--- config.mk ---
export PLATFORM = sky130hd
export DESIGN_NAME = cnt_ctrl
export DESIGN_NICKNAME = d
export VERILOG_FILES = /design/src/rtl/timer_pkg.sv /design/src/rtl/timer_prescaler.sv /design/src/rtl/cnt_ctrl.sv
export SDC_FILE = /design/constraint.sdc
export NUM_CORES = 1
export LEC_CHECK = 0
export ABC_AREA = 1
export CORE_UTILIZATION = 35
export CTS_CLUSTER_DIAMETER = 120
export DETAILED_ROUTE_END_ITERATION = 7
export MAX_ROUTING_LAYER = met4
export PLACE_DENSITY_LB_ADDON = 0.05
export SETUP_SLACK_MARGIN = 0.02
export SYNTH_ARGS = -nofsm -noshare
export SYNTH_HDL_FRONTEND = slang
export SYNTH_HIERARCHICAL = 1
export SYNTH_SLANG_ARGS = --single-unit
--- constraint.sdc ---
create_clock -name sys_clk -period 1.9 [get_ports sys_clk]
set_clock_uncertainty 0.1 [all_clocks]
set_input_delay 0.19 -clock sys_clk [delete_from_list [all_inputs] [get_ports sys_clk]]
set_output_delay 0.19 -clock sys_clk [all_outputs]
set_load 0.03 [all_outputs]
--- src/rtl/timer_pkg.sv ---
// Shared definitions for the timer count-enable controller.
// Latency: n/a (types, constants and a pure helper function only).
// Backpressure: n/a.
//
// Contents:
//   state_e    - controller FSM states (IDLE / RUN / HALT)
//   DIV_MAX    - largest usable prescaler exponent
//   PSC_W      - prescaler counter width
//   psc_limit  - terminal count (2^div_val)-1 with the exponent clamped to DIV_MAX
package timer_pkg;

   localparam int DIV_MAX = 8;
   localparam int PSC_W   = 8;

   typedef enum logic [1:0] {
      IDLE = 2'd0,
      RUN  = 2'd1,
      HALT = 2'd2
   } state_e;

   // Exponents above DIV_MAX saturate, so the limit never exceeds the counter range.
   function automatic logic [PSC_W-1:0] psc_limit(input logic [3:0] div_val);
      logic [3:0]     exp_v;
      logic [PSC_W:0] pow_v;
      logic [PSC_W:0] lim_v;
      exp_v = (div_val > 4'(DIV_MAX)) ? 4'(DIV_MAX) : div_val;
      pow_v = {{PSC_W{1'b0}}, 1'b1} << exp_v;
      lim_v = pow_v - {{PSC_W{1'b0}}, 1'b1};
      return lim_v[PSC_W-1:0];
   endfunction

endpackage

--- src/rtl/timer_prescaler.sv ---
// Prescaler: counts RUN cycles and flags the terminal count of a 2^div_val divider.
// Latency: tick_o is decoded from registers only; input changes take effect after one edge.
// Backpressure: none; the counter advances only when the controller reports RUN.
//
// Ports:
//   sys_clk, sys_rst  - clock and synchronous active-high reset
//   idle_i, run_i     - controller is in IDLE / RUN this cycle (HALT when neither)
//   div_en_i          - prescaler enable
//   div_val_i         - prescaler exponent
//   cnt_clr_i         - counter clear strobe (restarts the prescaler)
//   tdr_wr_en_i       - counter write strobe (restarts the prescaler)
//   tick_o            - divider output: high when undivided or at terminal count
module timer_prescaler
   import timer_pkg::*;
(
   input  logic       sys_clk,
   input  logic       sys_rst,
   input  logic       idle_i,
   input  logic       run_i,
   input  logic       div_en_i,
   input  logic [3:0] div_val_i,
   input  logic       cnt_clr_i,
   input  logic       tdr_wr_en_i,
   output logic       tick_o
);

   logic [PSC_W-1:0] int_cnt_q;
   logic [PSC_W-1:0] int_cnt_d;
   logic [3:0]       div_val_q;
   logic             div_en_q;
   logic [PSC_W-1:0] limit;
   logic             at_limit;
   logic             restart;

   // The limit is taken from the registered div_val so tick_o has no input path;
   // any div_val change forces a restart, so the one-cycle lag never miscounts.
   assign limit    = psc_limit(div_val_q);
   assign at_limit = (int_cnt_q == limit);
   assign restart  = cnt_clr_i | tdr_wr_en_i
                   | (div_val_i != div_val_q)
                   | (div_en_i  != div_en_q);

   always_comb begin
      int_cnt_d = int_cnt_q;
      if (idle_i) begin
         int_cnt_d = '0;
      end else if (restart) begin
         int_cnt_d = '0;
      end else if (run_i) begin
         int_cnt_d = at_limit ? '0 : int_cnt_q + 1'b1;
      end
   end

   always_ff @(posedge sys_clk) begin
      if (sys_rst) begin
         int_cnt_q <= '0;
         div_val_q <= '0;
         div_en_q  <= 1'b0;
      end else begin
         int_cnt_q <= int_cnt_d;
         div_val_q <= div_val_i;
         div_en_q  <= div_en_i;
      end
   end

   assign tick_o = ~div_en_q | at_limit;

endmodule

--- src/rtl/cnt_ctrl.sv ---
// Count-enable controller: IDLE/RUN/HALT FSM gating a prescaled enable to a 64-bit counter.
// Latency: outputs decode registered state only; inputs act on the next rising edge.
// Backpressure: none; a qualified debugger halt freezes the prescaler and drops cnt_en.
//
// Ports:
//   sys_clk, sys_rst   - clock and synchronous active-high reset
//   timer_en           - run the timer
//   div_en, div_val    - prescaler enable and exponent (ratio 2^div_val, clamped at 2^8)
//   debug_mode         - qualifies halt_req
//   halt_req           - debugger halt request
//   cnt_clr, tdr_wr_en - counter clear / write strobes, both restart the prescaler
//   cnt_en             - count-enable pulse to the counter
//   halt_ack           - high while halted
module cnt_ctrl
   import timer_pkg::*;
(
   input  logic       sys_clk,
   input  logic       sys_rst,
   input  logic       timer_en,
   input  logic       div_en,
   input  logic [3:0] div_val,
   input  logic       debug_mode,
   input  logic       halt_req,
   input  logic       cnt_clr,
   input  logic       tdr_wr_en,
   output logic       cnt_en,
   output logic       halt_ack
);

   state_e state_q;
   logic   halt_ack_q;
   logic   halt_hit;
   logic   st_idle;
   logic   st_run;
   logic   psc_tick;

   assign halt_hit = debug_mode & halt_req;
   assign st_idle  = (state_q == IDLE);
   assign st_run   = (state_q == RUN);

   // All three states share one transition rule: a qualified halt request wins,
   // otherwise timer_en chooses RUN or IDLE. For HALT this is exactly "leave once
   // the request is withdrawn or debug mode drops, towards RUN or IDLE by timer_en".
   always_ff @(posedge sys_clk) begin
      if (sys_rst) begin
         state_q    <= IDLE;
         halt_ack_q <= 1'b0;
      end else if (halt_hit) begin
         state_q    <= HALT;
         halt_ack_q <= 1'b1;
      end else if (timer_en) begin
         state_q    <= RUN;
         halt_ack_q <= 1'b0;
      end else begin
         state_q    <= IDLE;
         halt_ack_q <= 1'b0;
      end
   end

   timer_prescaler u_psc (
      .sys_clk     (sys_clk),
      .sys_rst     (sys_rst),
      .idle_i      (st_idle),
      .run_i       (st_run),
      .div_en_i    (div_en),
      .div_val_i   (div_val),
      .cnt_clr_i   (cnt_clr),
      .tdr_wr_en_i (tdr_wr_en),
      .tick_o      (psc_tick)
   );

   assign cnt_en   = st_run & psc_tick;
   assign halt_ack = halt_ack_q;

endmodule
==> metrics.txt <==
# TYPE chip_impl_metric gauge
chip_impl_metric{name="groute.usage.overall",unit="%"} 19.52
chip_impl_metric{name="port_buffers",unit=""} 13
chip_impl_metric{name="area_delta_synth_final",unit="%"} 41.46
chip_impl_metric{name="post-route-util",unit="%"} 52.73
chip_impl_metric{name="grt_max_degree",unit=""} 9
chip_impl_metric{name="number_of_synthesized_flops_with_an_enable_pin",unit=""} 0
chip_impl_metric{name="report.final.setup_viol",unit=""} 6
chip_impl_metric{name="synthDistinctLibCells",unit=""} 18
chip_impl_metric{name="postSynthCellCount",unit=""} 150
chip_impl_metric{name="final_period_minus_worst_setup_slack",unit="ps"} 2313
chip_impl_metric{name="design_area",unit="um2"} 1306
chip_impl_metric{name="number_of_buffers_inserted_by_hold_repair_at_cts",unit=""} 0
chip_impl_metric{name="detailedRoute.firstPassIterationCount",unit=""} 4
chip_impl_info{name="cts_tree",value="done"} 1
chip_impl_info{name="timing.critical_path.to_type",value="output port"} 1
chip_impl_metric{name="hold_ws",unit="ps"} 334.9
chip_impl_metric{name="final_layout_size_suffix_gt1_share",unit="%"} 23.20
chip_impl_metric{name="vias",unit=""} 980
chip_impl_metric{name="relSlewSlack",unit="%"} 79.59
chip_impl_metric{name="via_count_of_the_first_global_routing_pass",unit=""} 932
chip_impl_metric{name="placement_rows",unit=""} 18
chip_impl_metric{name="globalRoute.totalOverflow",unit=""} 0
chip_impl_metric{name="grt_first_pass_wirelength",unit="mm"} 3.870
chip_impl_info{name="startpoint",value="u_psc/div_val_q[3]"} 1
chip_impl_metric{name="vdd.ir_drop.worst",unit="V"} 0.0003413
chip_impl_metric{name="synth_area",unit="um2"} 923.4
chip_impl_metric{name="detailedRoute.firstIterationViolations",unit=""} 28
chip_impl_info{name="worst_setup_path_category",value="reg -> out"} 1
chip_impl_metric{name="placed_area",unit="um2"} 1200
chip_impl_metric{name="grt_antenna_before_repair",unit=""} 0
chip_impl_metric{name="clock_sink_count",unit=""} 15
chip_impl_metric{name="initial_utilization",unit="%"} 37.27
chip_impl_metric{name="dp_worst_setup_slack",unit="ps"} -158.4
chip_impl_metric{name="die-height",unit="um"} 53.37
chip_impl_metric{name="arr_time_crit_path",unit="ps"} 2020
chip_impl_metric{name="slew_violations",unit=""} 0
chip_impl_metric{name="detailed_route_drc_error_count",unit=""} 0
chip_impl_info{name="synth_top_flop_cell",value="sky130_fd_sc_hd__dfxtp_1"} 1
chip_impl_metric{name="synthesis.yosys.warnings",unit=""} 6
chip_impl_metric{name="synth_seq_area_share",unit="%"} 32.52
chip_impl_metric{name="floorplan.die.width",unit="um"} 53.37
chip_impl_metric{name="timing_hold_violations_final",unit=""} 0
chip_impl_metric{name="syn_avg_cell_area",unit="um2"} 6.156
chip_impl_metric{name="clk_pin_slew_worst_paths",unit="ps"} 100
chip_impl_metric{name="cts_buffer_depth",unit=""} 2
chip_impl_metric{name="routed_wire_length_per_instance",unit="um"} 10.93
chip_impl_metric{name="clk_latency",unit="ps"} 290
chip_impl_metric{name="hpwl",unit="mm"} 1.825
chip_impl_metric{name="total_wire_length",unit="mm"} 2.307
chip_impl_info{name="cts.root.buffer_cell",value="sky130_fd_sc_hd__clkbuf_4"} 1
chip_impl_metric{name="worst_ep_required_time",unit="ps"} 1610
chip_impl_info{name="outcome",value="finished, violations left"} 1
chip_impl_metric{name="antenna_diode_instance_count",unit=""} 0
chip_impl_info{name="critical_hold_path_startpoint",value="timer_en"} 1
chip_impl_metric{name="total_leakage_power",unit="uW"} 0.0005971
chip_impl_info{name="synth_most_common_cell",value="sky130_fd_sc_hd__nand2_1"} 1
chip_impl_metric{name="power_per_cell_area",unit="nW/um2"} 524.1
chip_impl_info{name="cells_taking_the_most_area_after_synthesis",value="sky130_fd_sc_hd__dfxtp_1, sky130_fd_sc_hd__nand2_1, sky130_fd_sc_hd__inv_1"} 1
chip_impl_metric{name="core-area",unit="um2"} 2477
chip_impl_metric{name="maximum_capacitance_violations",unit=""} 0
chip_impl_info{name="violated_checks",value="setup timing"} 1
chip_impl_metric{name="layout_worst_path_cycle_share",unit="%"} 121.7
chip_impl_metric{name="async_reset_ff_share",unit="%"} 0
chip_impl_metric{name="yosys.area.top_type_share",unit="%"} 32.52
chip_impl_metric{name="gp_congestion",unit=""} 0.7881
chip_impl_metric{name="post_synthesis_register_bit_count",unit=""} 15
chip_impl_metric{name="final_nets",unit=""} 196
chip_impl_metric{name="floorplan.io_pins",unit=""} 14
chip_impl_info{name="synth_commonest_cells",value="sky130_fd_sc_hd__nand2_1, sky130_fd_sc_hd__inv_1, sky130_fd_sc_hd__nor2_1, sky130_fd_sc_hd__dfxtp_1, sky130_fd_sc_hd__nand3_1"} 1
chip_impl_metric{name="vias_per_cell",unit=""} 4.645
chip_impl_info{name="grt_setup_unrepaired",value="true"} 1
chip_impl_info{name="reg2reg_from",value="u_psc/div_val_q[3]"} 1
chip_impl_metric{name="clock_tree.htree_level_count",unit=""} 1
chip_impl_metric{name="syn-num-nets",unit=""} 164
chip_impl_info{name="startpoint_type",value="register"} 1
chip_impl_metric{name="worst_pin_slew",unit="ps"} 305.2
chip_impl_info{name="hold_path_class",value="in -> reg"} 1
chip_impl_metric{name="power",unit="uW"} 684.6
chip_impl_metric{name="clock_buffer_count_from_cts",unit=""} 3
chip_impl_metric{name="dieArea",unit="um2"} 2848
chip_impl_info{name="synthDominantAreaCellType",value="sky130_fd_sc_hd__dfxtp_1"} 1
chip_impl_metric{name="timing.fmax",unit="GHz"} 0.4324
chip_impl_metric{name="setup_ws",unit="ps"} -412.9
chip_impl_metric{name="antenna_left",unit=""} 0
chip_impl_metric{name="crit_path_max_fanout",unit=""} 3
==> repair_timing <==
| action | 4_1_cts | 5_1_grt |
|---|---|---|
| pin swaps | 4 | 3 |
| endpoints found under the setup margin | 8 | 9 |
| buffers inserted | 1 | 0 |
| gates resized for setup | 7 | 14 |
==> final timing paths <==
| path | to | slack (ps) | cells after the start |
|---|---|---|---|
| max reg2reg | u_psc/int_cnt_q[0] | -30 | 15 |
| min reg2reg | u_psc/int_cnt_q[1] | 450 | 2 |
| max | cnt_en | -410 | 16 |
| min | state_q[0] | 330 | 3 |
==> layout by cell type, fill, tap and decap left out, drive strengths merged <==
master         netlist  layout
nand3               12      12
a21oi                3       3
clkbuf               0       4
xnor2                3       3
nor3                 1       1
xor2                 4       4
and3                 1       1
nor2                30      30
buf                  0      15
nand3b               1       1
ha                   2       2
o22ai                4       4
inv                 30      30
nand2               41      41
clkdlybuf4s50        0      12
dfxtp               15      15
nand4                3       3
==> state kept, by name (all words and copies together) (netlist names) <==
register and count:
u_psc/div_en_q 1, state_q 2, u_psc/int_cnt_q 8, u_psc/div_val_q 4
==> through the flow <==
step                TNS, ps  cells
floorplan            -36.36    150
global placement     -325.6    206
detailed placement   -588.1    206
CTS                  -563.1    211
global route          -1461    211
finish               -490.0    211
==> cell families after synthesis <==
family | Yosys count | share of synthesized area, %
AND/OR/NAND/NOR | 89 | 41.60
XOR/XNOR | 7 | 6.640
AO/OA/AOI/OAI | 7 | 4.335
adder cells (fa/ha/maj) | 2 | 2.710
buffers and inverters | 30 | 12.19
flip-flops | 15 | 32.52
==> critical path, cell delays in order, from the launching register on <==
cell,delay (ps)
sky130_fd_sc_hd__dfxtp_4,380
sky130_fd_sc_hd__nor2_4,120
sky130_fd_sc_hd__nand2_2,90
sky130_fd_sc_hd__ha_4,270
sky130_fd_sc_hd__inv_2,30
sky130_fd_sc_hd__nand2_1,60
sky130_fd_sc_hd__nand2_1,50
sky130_fd_sc_hd__nor2_1,80
sky130_fd_sc_hd__nand2_1,60
sky130_fd_sc_hd__nor2_1,80
sky130_fd_sc_hd__nand2_1,60
sky130_fd_sc_hd__nor2_2,90
sky130_fd_sc_hd__nand2_1,70
sky130_fd_sc_hd__nand2_1,70
sky130_fd_sc_hd__inv_2,40
sky130_fd_sc_hd__nor2_4,70
sky130_fd_sc_hd__buf_6,130
==> where the power goes <==
part | switching, uW | internal (uW)
logic | 80.3 | 83.9
clock network | 108 | 81.6
registers | 9.87 | 321
total | 198 | 487
==> routing by layer <==
layer / GRT usage [%] / up-vias / part of all wire [%]
met3: 5.172 / 2 / 4.1
met5: - / - / 0
met2: 31.87 / 15 / 47
met1: 24.01 / 440 / 48
li1: - / 523 / -
met4: 3.947 / 0 / 0.61
==> final cells by class <==
| cell class | instances | area (um2) |
|---|---|---|
| fill | 266 | 1171 |
| multi-input combinational | 105 | 583.1 |
| sequential | 15 | 310.3 |
| timing repair buffer | 27 | 236.5 |
| inverter | 30 | 112.6 |
| tap | 30 | 37.54 |
| clock buffer | 4 | 26.28 |
No activity file was read; power rests on OpenSTA's default activity.
